**config.mk**
```make
export PLATFORM = sky130hd
export DESIGN_NAME = adpll_seq
export DESIGN_NICKNAME = d
export VERILOG_FILES = /design/src/rtl/adpll_seq.sv
export SDC_FILE = /design/constraint.sdc
export NUM_CORES = 1
export LEC_CHECK = 0
export ABC_AREA = 0
export CORE_MARGIN = 10
export CORE_UTILIZATION = 50
export CTS_BUF_LIST = sky130_fd_sc_hd__clkbuf_16
export CTS_CLUSTER_DIAMETER = 100
export DETAILED_ROUTE_END_ITERATION = 10
export PLACE_DENSITY = 0.81
export SETUP_SLACK_MARGIN = 0.5
export SYNTH_ARGS = -nofsm -noshare
export SYNTH_HDL_FRONTEND = slang
export SYNTH_SLANG_ARGS = --single-unit
```
**constraint.sdc**
```tcl
create_clock -name clk -period 3 [get_ports clk]
set_input_delay 0.75 -clock clk [delete_from_list [all_inputs] [get_ports clk]]
set_output_delay 0.75 -clock clk [all_outputs]
set_load 0.01 [all_outputs]
```
**src/rtl/adpll_seq.sv**
```systemverilog
// adpll_seq : lock sequencer between the radio MAC and the ADPLL core.
//
// Takes channel/mode requests from the MAC over a valid/ready handshake and
// drives the core through reset, enable and lock acquisition. Acquisition
// has a timeout and a bounded number of retries. Lock is confirmed and then
// monitored, and TX modulation data is held off until the loop has settled.
//
// Ports
//   clk, rst_n             reference clock, asynchronous active-low reset
//   req_valid / req_ready  request handshake (accepted when both high)
//   req_mode, req_fcw      requested mode (PD/TEST/RX/TX) and channel word
//   channel_lock           lock indication from the core
//   data_in                raw TX bit from the MAC
//   adpll_rst, adpll_en    core reset (active high) and enable
//   adpll_mode, fcw        mode and channel word presented to the core
//   data_mod               gated modulation bit to the core
//   locked                 high while in LOCKED
//   lock_lost              one-cycle pulse when lock is lost in LOCKED
//   err_timeout            sticky failure flag, cleared by the next request
//   state                  current sequencer state, for debug
module adpll_seq #(
    parameter int FCWW          = 26,
    parameter int RST_CYC       = 2,
    parameter int LOCK_CONFIRM  = 4,
    parameter int LOCK_TIMEOUT  = 1024,
    parameter int MAX_RETRY     = 3,
    parameter int TX_SETTLE_CYC = 32
) (
    input  logic            clk,
    input  logic            rst_n,
    input  logic            req_valid,
    output logic            req_ready,
    input  logic [1:0]      req_mode,
    input  logic [FCWW-1:0] req_fcw,
    input  logic            channel_lock,
    input  logic            data_in,
    output logic            adpll_rst,
    output logic            adpll_en,
    output logic [1:0]      adpll_mode,
    output logic [FCWW-1:0] fcw,
    output logic            data_mod,
    output logic            locked,
    output logic            lock_lost,
    output logic            err_timeout,
    output logic [2:0]      state
);

    localparam int CONF_W = $clog2(LOCK_CONFIRM + 1);
    localparam int RTY_W  = $clog2(MAX_RETRY + 1);
    localparam int RST_W  = $clog2(RST_CYC + 1);
    localparam int TMO_W  = $clog2(LOCK_TIMEOUT + 1);
    localparam int SET_W  = $clog2(TX_SETTLE_CYC + 1);
    localparam int CNT_W  = (TMO_W > RST_W) ? ((TMO_W > SET_W) ? TMO_W : SET_W)
                                            : ((RST_W > SET_W) ? RST_W : SET_W);

    localparam logic [1:0] MODE_PD   = 2'd0;
    localparam logic [1:0] MODE_TEST = 2'd1;
    localparam logic [1:0] MODE_TX   = 2'd3;

    typedef enum logic [2:0] {
        S_OFF     = 3'd0,
        S_RESET   = 3'd1,
        S_ACQUIRE = 3'd2,
        S_SETTLE  = 3'd3,
        S_LOCKED  = 3'd4,
        S_TEST    = 3'd5,
        S_FAIL    = 3'd6
    } state_t;

    state_t             state_q;
    logic               lock_prev;
    logic [CONF_W-1:0]  run_cnt;
    logic [CONF_W-1:0]  run_next;
    logic [CNT_W-1:0]   cyc_cnt;
    logic [RTY_W-1:0]   retry_cnt;
    logic               accept;
    logic               lock_hi_conf;
    logic               lock_lo_conf;

    assign state  = state_q;
    assign accept = req_valid && req_ready;

    // Length of the current run of equal channel_lock samples, including the
    // sample taken at this edge. A change of level restarts the run at one;
    // the count holds once it reaches the confirm threshold so that a long
    // steady level never wraps back below it.
    always_comb begin
        run_next = run_cnt;
        if (channel_lock != lock_prev) begin
            run_next = CONF_W'(1);
        end else if (run_cnt != CONF_W'(LOCK_CONFIRM)) begin
            run_next = run_cnt + CONF_W'(1);
        end
    end

    assign lock_hi_conf = channel_lock  && (run_next == CONF_W'(LOCK_CONFIRM));
    assign lock_lo_conf = !channel_lock && (run_next == CONF_W'(LOCK_CONFIRM));

    // Sequencer FSM. Every output is registered and updated on the same edge
    // as the state change it belongs to. An accepted request always wins,
    // which is what suppresses lock_lost when a request lands on the edge of
    // the final low sample in LOCKED. cyc_cnt is shared by RESET, ACQUIRE and
    // SETTLE and restarts at zero on entry to each. data_mod defaults to zero
    // and is only loaded on edges that leave the FSM in LOCKED with mode TX.
    always_ff @(posedge clk or negedge rst_n) begin
        if (!rst_n) begin
            state_q     <= S_OFF;
            req_ready   <= 1'b1;
            adpll_rst   <= 1'b0;
            adpll_en    <= 1'b0;
            adpll_mode  <= MODE_PD;
            fcw         <= '0;
            data_mod    <= 1'b0;
            locked      <= 1'b0;
            lock_lost   <= 1'b0;
            err_timeout <= 1'b0;
            lock_prev   <= 1'b0;
            run_cnt     <= '0;
            cyc_cnt     <= '0;
            retry_cnt   <= '0;
        end else begin
            lock_prev <= channel_lock;
            run_cnt   <= run_next;
            lock_lost <= 1'b0;
            data_mod  <= 1'b0;
            if (accept) begin
                adpll_mode  <= req_mode;
                fcw         <= req_fcw;
                err_timeout <= 1'b0;
                retry_cnt   <= '0;
                locked      <= 1'b0;
                adpll_rst   <= 1'b0;
                cyc_cnt     <= '0;
                case (req_mode)
                    MODE_PD: begin
                        state_q   <= S_OFF;
                        adpll_en  <= 1'b0;
                        req_ready <= 1'b1;
                    end
                    MODE_TEST: begin
                        state_q   <= S_TEST;
                        adpll_en  <= 1'b1;
                        req_ready <= 1'b1;
                    end
                    default: begin
                        state_q   <= S_RESET;
                        adpll_rst <= 1'b1;
                        adpll_en  <= 1'b0;
                        req_ready <= 1'b0;
                    end
                endcase
            end else begin
                case (state_q)
                    S_RESET: begin
                        if (cyc_cnt == CNT_W'(RST_CYC - 1)) begin
                            state_q   <= S_ACQUIRE;
                            adpll_rst <= 1'b0;
                            adpll_en  <= 1'b1;
                            cyc_cnt   <= '0;
                        end else begin
                            cyc_cnt <= cyc_cnt + CNT_W'(1);
                        end
                    end
                    S_ACQUIRE: begin
                        if (lock_hi_conf) begin
                            cyc_cnt <= '0;
                            if (adpll_mode == MODE_TX) begin
                                state_q <= S_SETTLE;
                            end else begin
                                state_q   <= S_LOCKED;
                                locked    <= 1'b1;
                                req_ready <= 1'b1;
                                retry_cnt <= '0;
                            end
                        end else if (cyc_cnt == CNT_W'(LOCK_TIMEOUT - 1)) begin
                            cyc_cnt   <= '0;
                            retry_cnt <= retry_cnt + RTY_W'(1);
                            if (int'(retry_cnt) + 1 < MAX_RETRY) begin
                                state_q   <= S_RESET;
                                adpll_rst <= 1'b1;
                                adpll_en  <= 1'b0;
                            end else begin
                                state_q     <= S_FAIL;
                                adpll_en    <= 1'b0;
                                err_timeout <= 1'b1;
                                req_ready   <= 1'b1;
                            end
                        end else begin
                            cyc_cnt <= cyc_cnt + CNT_W'(1);
                        end
                    end
                    S_SETTLE: begin
                        if (lock_lo_conf) begin
                            state_q <= S_ACQUIRE;
                            cyc_cnt <= '0;
                        end else if (cyc_cnt == CNT_W'(TX_SETTLE_CYC - 1)) begin
                            state_q   <= S_LOCKED;
                            locked    <= 1'b1;
                            req_ready <= 1'b1;
                            retry_cnt <= '0;
                            data_mod  <= data_in;
                        end else begin
                            cyc_cnt <= cyc_cnt + CNT_W'(1);
                        end
                    end
                    S_LOCKED: begin
                        if (lock_lo_conf) begin
                            state_q   <= S_ACQUIRE;
                            locked    <= 1'b0;
                            lock_lost <= 1'b1;
                            req_ready <= 1'b0;
                            cyc_cnt   <= '0;
                        end else begin
                            data_mod <= (adpll_mode == MODE_TX) ? data_in : 1'b0;
                        end
                    end
                    default: begin
                    end
                endcase
            end
        end
    end

endmodule

```
* Word-level counts from Yosys, hierarchy flattened *
Cells that the tools add are included.

storage, ports and cells
  input bits = 33
  logic and storage cells = 133
  memories = 0
  bits in latches = 0
  memory bits (writable) = 0
  bits in read-only memories = 0
  flip-flop bits (word level) = 55
  output and inout bits = 38

operators by class
  shift operators = 0
  $add $sub $neg = 4
  bitwise operators = 0
  divide/modulo/power cells = 0
  mux-type cells = 66
  equality and inequality tests = 28
  reductions and logical operators = 20
  order comparisons = 1
  multipliers = 0

operators by type and width
  kind                     count
  $mux W11                 7
  $pmux W11 S4             1
  $mux W1                  33
  $mux W3                  11
  $ne A3 B3 Y1 const B     10
  $ne A4 B4 Y1 const B     5
  $reduce_and A5 Y1        3
  $mux W2                  6
  $pmux W3 S4              1
  $add A11 B1 Y11 const B  1
  $eq A11 B1 Y1 const B    1
  $eq A11 B10 Y1 const B   1
  $eq A11 B5 Y1 const B    1
  $reduce_and A4 Y1        2
  $reduce_and A7 Y1        1
  $eq A3 B2 Y1 const B     2
  $eq A3 B3 Y1 const B     2
  $pmux W1 S2              3
  $pmux W1 S3              2
  $pmux W3 S2              1
  $reduce_and A6 Y1        1
  $reduce_bool A3 Y1       2
  $reduce_bool A5 Y1       1
  $ne A2 B2 Y1 const B     2
  16 further kinds         19

* Logic depth before layout (Yosys ltp) *
Gate-level depths: netlist (run 1).

  depth in word-level cells = 8
  depth in mapped cells = 9
  depth with buffers taken out = 8

* Least setup slack after synthesis (run 1) *
Ideal clock, no wire load.

  path type = register to register
  start = register run_cnt[0]
  end = register state_q[1] (netlist: state[1])
  path buffers = 0
  clock period less this slack = 2230 ps
  setup slack = 770 ps
  required time = 2875 ps
  library setup time = 125 ps
  cell stages (with the launch flop) = 9
  arrival time = 2105 ps
  cell sequence = dfrtp_1 > inv_1 > ha_1 > nand2_1 > or3_1 > a21oi_2 > nor3_1 > and3b_1 > mux2_2

between the ends
  word-level cells in the longest chain between the ends = 8
  elaborated cells on any way between the ends = 15
  classes of those cells = 1 x add/sub; 5 x eq/ne; 6 x mux; 3 x reduce/logical

RTL lines
  item                                           RTL line  text
  start, declared                                72        logic [CONF_W-1:0] run_cnt;
  start signal, assigned                         123       run_cnt <= run_next;
  $add A3 B1 Y3 or $ne A3 B3 Y1 (tied branches)  92, 91
  $mux W3 *                                      91        end else if (run_cnt != CONF_W'(LOCK_CONFIRM)) begin
  $mux W3 *                                      89        if (channel_lock != lock_prev) begin
  $eq A3 B3 Y1 *                                 96, 97
  $logic_and A1 B1 Y1, on equally long branches  97, 96
  $mux W3, on equally long branches              193, 165
  $pmux W3 S4                                    153       case (state_q)
  $mux W3                                        126       if (accept) begin
  end signal, assigned                           156       state_q <= S_ACQUIRE;
  end signal, assigned                           194       state_q <= S_ACQUIRE;
  end signal, assigned                           197       state_q <= S_LOCKED;
  end, declared                                  70        state_t state_q;

Every way passes the cells marked *; elsewhere a longest branch is shown, timed or not.
A chain may end at the register's enable or synchronous reset.

* Final worst setup path (run 1) *
  start = register cyc_cnt[5]
  end = register retry_cnt[0]

between the ends
  word-level cells in the longest chain between the ends = 3
  elaborated cells on any way between the ends = 5
  classes of those cells = 4 x eq/ne; 1 x reduce/logical

RTL lines
  item                                                           RTL line  text
  start, declared                                                74        logic [CNT_W-1:0] cyc_cnt;
  start signal, assigned                                         161       cyc_cnt <= cyc_cnt + CNT_W'(1);
  start signal, assigned                                         189       cyc_cnt <= cyc_cnt + CNT_W'(1);
  start signal, assigned                                         203       cyc_cnt <= cyc_cnt + CNT_W'(1);
  $eq A11 B10 Y1 or $eq A11 B5 Y1 (tied branches)                175, 196
  $ne A4 B4 Y1 (no source line) or $ne A3 B3 Y1 (tied branches)  -
  $reduce_and A5 Y1 (no source line) *                           -
  end signal, assigned                                           177       retry_cnt <= retry_cnt + RTY_W'(1);
  end, declared                                                  75        logic [RTY_W-1:0] retry_cnt;

Marked as above.

==> results.tsv, run 1 <==
metric	value	unit
ys_warn_count	0	
place_ws	0.274	ns
numClockSinks	55	
synth_area_leaders	dfrtp_1, nand2_1, nor2_1	
fin_ws	0.574	ns
grt_max_degree	34	
layout-drive-gt1-share	0.112	
rows	27	
port_buffers	70	
path_cells	or4_4 > nor3_4 > a41o_1 > a41oi_1 > a22oi_2 > mux2_1	
fin_crit	2.43	ns
cp-start-kind	register	
fp.dieArea	9260	sq um
maxSlewViolCount	0	
ant_nets	0	
routed-via-count	2688	
yosysTopAreaCellShare	0.465	
grt_antenna_before_repair	0	
power_leakage	1.75	nW
insertion_delay	0.30	ns
cts.reportedPaths.clkPinSlew	0.07	ns
p_int	0.00204	W
synthTopCellsByCount	nand2_1, dfrtp_1, nor2_1	
grt.overflow.total	0	
p_seq_frac	0.345	
setup_tns	0	ns
ys_ff_latch	55	
async_reset_ff_frac	1.00	
switching_share	0.387	
register_area	1380	sq um
period_share	0.809	
diodes	0	
firstDrtPassIters	4	
routedWlPerCell	16.5	um
worst_pin_slew	0.650	ns
die_w	96.2	um
setup_viol	0	
area_delta_synth_final	36.1	%
finalHoldViolations	0	
synth_area_per_cell	8.83	sq um
multi_input_comb_area	1500	sq um
maxCapViolCount	0	
cts_tree	done	
max_stage_delay	0.57	ns
cp-end-kind	register	
relSlewSlack	0.567	
n_fill_cell	425	
required	3.18	ns
path_class	register to register	
cts-htree-levels	2	
synth-edff-count	0	
gr-usage-all-layers	0.173	
p_switching	0.00129	W
worstPathMaxFanout	8	
hold_path.class	register to register	
seq_area_frac_synth	0.474	
finClkSkew	0.00461	ns
wirelength	7.95	mm
finalPower	0.00333	W
tritoncts.num_buffers	5	
core_region_area	5570	sq um
synth_area	2910	sq um
drc	0	
first_iter_violations	141	
clock_power_share	0.178	
powerDensity	841	nW/um^2
synth_nets	368	
post-synth-top-count-cell	nand2_1	
synth_cell_types	59	
crit_slowest_cell	or4_4	
status	completed	
fin_hold_ws	0.473	ns
fin_nets	447	
gp_congestion	0.874	
rsz0062_at_grt	yes	
netlist_instances	329	
ir_drop	0.000499	V
clockBufferDepth	2	
die_h	96.2	um
via_per_inst	5.59	
grt_pass1_wl	12.9	mm
cts_root_buf	clkbuf_16	
fmax	412	MHz
ys.flop_type	dfrtp_1	
ioPinCount	71	
comb_power_share	0.477	
arrival	2.61	ns
post-dp-hpwl	5.81	mm
start_util	0.521	
grt_pass1_vias	2695	
yosysTopAreaCell	dfrtp_1	
-- final timing paths --
| check | from | cells past startpoint | to | slack (ns) |
|---|---|---|---|---|
| setup / recovery | cyc_cnt[5] | 6 | retry_cnt[0] | 0.57 |
| hold / removal | fcw[21] | 2 | fcw[21] | 0.47 |
| setup reg to reg | cyc_cnt[5] | 6 | retry_cnt[0] | 0.57 |
| hold reg to reg | fcw[21] | 2 | fcw[21] | 0.47 |
| max in group asynchronous | rst_n | 2 | run_cnt[0] | 1.84 |
| min in group asynchronous | rst_n | 1 | data_mod | 0.48 |
-- stage by stage --
stage               std cells   util  cell area, sq um
floorplan                 329      -              2910
global placement          468  0.665              3710
detailed placement        468  0.665              3710
CTS                       478  0.694              3870
global route              481  0.710              3960
finish                    481  0.710              3960
-- placed cells by master, fill, tap and decap left out, types with 2 or more instances in the layout --
master and n:
nand2_1 97, mux2i_1 3, nand3b_1 2, nand2b_1 4, o31ai_1 3, inv_1 10
o211ai_1 9, nand3_1 14, a22o_1 4, clkbuf_16 5, o21ai_1 5, a21oi_1 8
nand4_1 5, nor3_1 7, o21ai_0 6, buf_4 14, ha_1 5, or2_2 4
mux2_1 4, nor2b_1 4, and2_1 2, o21ai_2 2, nor2_1 24, a21oi_4 2
dfrtp_1 53, o2111ai_1 4, clkdlybuf4s50_1 69, and3b_1 2
-- power groups by stage --
| stage | sequential (W) | clock (W) | combinational (W) |
|---|---|---|---|
| floorplan | 0.00119 | 0 | 0.000793 |
| global placement | 0.00114 | 0 | 0.00145 |
| detailed placement | 0.00115 | 0 | 0.00148 |
| CTS | 0.00114 | 0.000599 | 0.00152 |
| global route | 0.00118 | 0.000628 | 0.00175 |
| finish | 0.00115 | 0.000591 | 0.00159 |
-- worst max-delay path: cells and delay by family, from the launching register on --
| family | cells | cell delay, ns |
|---|---|---|
| AND/OR/NAND/NOR | 2 | 0.93 |
| AO/OA/AOI/OAI | 3 | 0.60 |
| flip-flops | 1 | 0.45 |
| multiplexers | 1 | 0.34 |
-- timing repair --
item | CTS | global route
hold buffers | 0 | 0
resized for setup | 0 | 12
buffers inserted | 2 | 3
endpoints found under the setup margin | 6 | 17
pin swaps | 1 | 2
-- routing by layer --
layer | vias up | track usage | wire length, um
met5 | - | 0 | 0
met4 | 0 | 0.0479 | 87
met3 | 10 | 0.0763 | 807
met2 | 100 | 0.263 | 3780
met1 | 1284 | 0.217 | 3280
li1 | 1294 | - | -
-- registers in the layout, indices dropped and copies added (netlist names), 2 cells and up --
register	flops
fcw	26
cyc_cnt	11
run_cnt	3
state	3
adpll_mode	2
retry_cnt	2
-- layout make-up --
| type | count | area share |
|---|---|---|
| well taps | 72 | 0.0228 |
| multi-input cells | 252 | 0.379 |
| repair buffers | 84 | 0.202 |
| clock inverters | 3 | 0.00601 |
| inverters | 10 | 0.00949 |
| clock buffers | 5 | 0.0316 |
| flip-flops and latches | 55 | 0.349 |
-- logic make-up after synthesis --
kind of cell	share of synthesized area
xor+xnor	0.00603
buf+inv	0.0314
simple gates	0.273
compound gates	0.160
mux	0.0297
fa+ha+maj	0.0258
flops	0.474
No activity file was read; power rests on OpenSTA's default activity.
==> run 2: changes to the inputs <==
==> constraint.sdc (replaced) <==
create_clock -name clk -period 2.3 [get_ports clk]
set_input_delay 0.575 -clock clk [delete_from_list [all_inputs] [get_ports clk]]
set_output_delay 0.575 -clock clk [all_outputs]
set_load 0.01 [all_outputs]
==> run 2 against run 1 <==
  * Sequential cell count stayed put
  * Power is 47% higher
  * Non-clock buffer count is 34 higher
  * Setup slack worse by 0.52 ns
==> results.tsv, run 2 (synthesis gave the netlist of run 1 again) <==
metric	value	unit	change
arrival	2.41	ns	was 2.61 ns
crit_slowest_cell	dfrtp_1		was or4_4
powerDensity	1100	nW/um^2	was 841 nW/um^2
grt_pass1_vias	3000		was 2695
ir_drop	0.000774	V	was 0.000499 V
rsz0062_at_grt	yes		unchanged
status	completed		unchanged
maxCapViolCount	0		unchanged
fin_hold_ws	0.145	ns	was 0.473 ns
mostFrequentLayoutCells	nand2_1, dfrtp_1, clkdlybuf4s50_1		was nand2_1, clkdlybuf4s50_1, dfrtp_1
tritoncts.num_buffers	5		unchanged
reg.largest.list	fcw: 26 flops, cyc_cnt: 11 flops		unchanged
gr-usage-met3	0.0895		was 0.0763
top_usage_layer	met2		unchanged
firstDrtPassIters	7		was 4
setup_tns	0	ns	unchanged
die_h	96.2	um	unchanged
grt_max_degree	46		was 34
finalPower	0.00490	W	was 0.00333 W
finalHoldViolations	0		unchanged
grt.overflow.total	0		unchanged
diodes	0		unchanged
post-dp-hpwl	6.12	mm	was 5.81 mm
finClkSkew	0.00379	ns	was 0.00461 ns
required	2.46	ns	was 3.18 ns
cts_tree	done		unchanged
period_share	0.976		was 0.809
port_buffers	70		unchanged
fmax	445	MHz	was 412 MHz
largest-register	fcw		unchanged
cts.reportedPaths.clkPinSlew	0.07	ns	about the same
rows	27		unchanged
hold_path.class	primary input to asynchronous set/reset pin		was register to register
cts-htree-levels	2		unchanged
via_per_inst	5.76		was 5.59
largest_reg_flops	26		unchanged
cts_root_buf	clkbuf_16		unchanged
final_common_cell	nand2_1		unchanged
grt_pass1_wl	14.2	mm	was 12.9 mm
worst_pin_slew	0.411	ns	was 0.650 ns
core_region_area	5570	sq um	unchanged
cp-end-kind	register		unchanged
numClockSinks	55		unchanged
die_w	96.2	um	unchanged
clockBufferDepth	2		unchanged
path_class	register to register		unchanged
gr-usage-all-layers	0.192		was 0.173
grtUsageMet2	0.313		was 0.263
start_util	0.521		unchanged
gp_congestion	0.899		was 0.874
fin_crit	2.25	ns	was 2.43 ns
routedWlPerCell	18.2	um	was 16.5 um
worstPathMaxFanout	7		was 8
routed-via-count	2965		was 2688
setup_viol	0		unchanged
ant_nets	0		unchanged
power_leakage	2.23	nW	was 1.75 nW
regToRegSetupSlack	0.05	ns	was 0.57 ns
insertion_delay	0.30	ns	about the same
wirelength	9.35	mm	was 7.95 mm
path_cells	inv_2 > ha_4 > nand2_4 > or3_4 > a21oi_4 > nor3_2 > buf_4 > o211ai_4 > o211ai_1		was or4_4 > nor3_4 > a41o_1 > a41oi_1 > a22oi_2 > mux2_1
hold_buffers	0		unchanged
cp-start-kind	register		unchanged
area_delta_synth_final	53.9	%	was 36.1%
max_stage_delay	0.43	ns	was 0.57 ns
relSlewSlack	0.724		was 0.567
fin_nets	481		was 447
dpl_cell_area	3970	sq um	was 3710 sq um
grt_antenna_before_repair	0		unchanged
maxSlewViolCount	0		unchanged
layout-drive-gt1-share	0.253		was 0.112
drc	0		unchanged
fin_area	4470	sq um	was 3960 sq um
ioPinCount	71		unchanged
gr-usage-met1	0.214		was 0.217
fp.dieArea	9260	sq um	unchanged
first_iter_violations	276		was 141
-- run 2: cell types whose count changed in the layout (fill, tap and decap cells not counted), sizes merged --
cell,change
buf,+34
clkdlybuf4s50,-29
dlygate4sd2,+10
dlymetal6s2s,+19
-- run 2: path summary, 6_finish.rpt --
check	cells past startpoint	to	startpoint
min reg2reg	2	fcw[1]	fcw[1]
min	1	run_cnt[2]	rst_n
min in group clk	2	fcw[1]	fcw[1]
max in group asynchronous	2	req_ready	rst_n
max reg2reg	9	cyc_cnt[7]	run_cnt[0]
max	9	cyc_cnt[7]	run_cnt[0]
-- run 2: stage by stage --
stage	cells	setup WS, ns	utilization
2_1_floorplan	329	0.150	-
3_3_place_gp	493	-0.0908	0.712
3_5_place_dp	493	-0.154	0.712
4_1_cts	513	0.0971	0.780
5_1_grt	515	-0.0537	0.803
6_report	515	0.0543	0.803
-- run 2: routing by layer --
layer | up-vias | wire (um)
met3 | 36 | 1000
li1 | 1366 | -
met2 | 149 | 4580
met5 | - | 0
met4 | 0 | 289
met1 | 1414 | 3480
-- run 2: power by group --
group / total, W / internal (W) / leakage [nW] / switching (W)
registers: 0.00147 / 0.00125 / 0.693 / 0.000218
logic: 0.00264 / 0.00127 / 1.46 / 0.00137
clock network: 0.000796 / 0.000416 / 0.0759 / 0.000380
total: 0.00490 / 0.00294 / 2.23 / 0.00197
-- run 2: layout make-up --
class,instances,area [sq um]
sequential,55,1380
timing repair buffer,118,1150
tap,72,90.1
fill,318,1100
clock inverter,3,28.8
clock buffer,5,125
multi-input combinational,252,1660
inverter,10,37.5
-- run 2: critical path: cells and delay by family, from the launching register on --
| family | cells | cell delay [ns] |
|---|---|---|
| AO/OA/AOI/OAI | 3 | 0.74 |
| adder cells (fa/ha/maj) | 1 | 0.16 |
| flip-flops | 1 | 0.43 |
| AND/OR/NAND/NOR | 3 | 0.54 |
| buffers and inverters | 2 | 0.24 |
-- run 2: what timing repair did --
item                                    CTS  global route
resized for setup                        40            34
endpoints found under the setup margin   34            42
pin swaps                                23            10
setup buffers                            12             2
==> run 3: changes to the inputs <==
--- a/config.mk
+++ b/config.mk
@@ -10,6 +10,7 @@
 export CORE_UTILIZATION = 50
 export CTS_BUF_LIST = sky130_fd_sc_hd__clkbuf_16
 export CTS_CLUSTER_DIAMETER = 100
+export CTS_CLUSTER_SIZE = 14
 export DETAILED_ROUTE_END_ITERATION = 10
 export PLACE_DENSITY = 0.81
 export SETUP_SLACK_MARGIN = 0.5
==> results of run 3 <==
The final DEF is identical to that of run 2; final timing and power are the same.
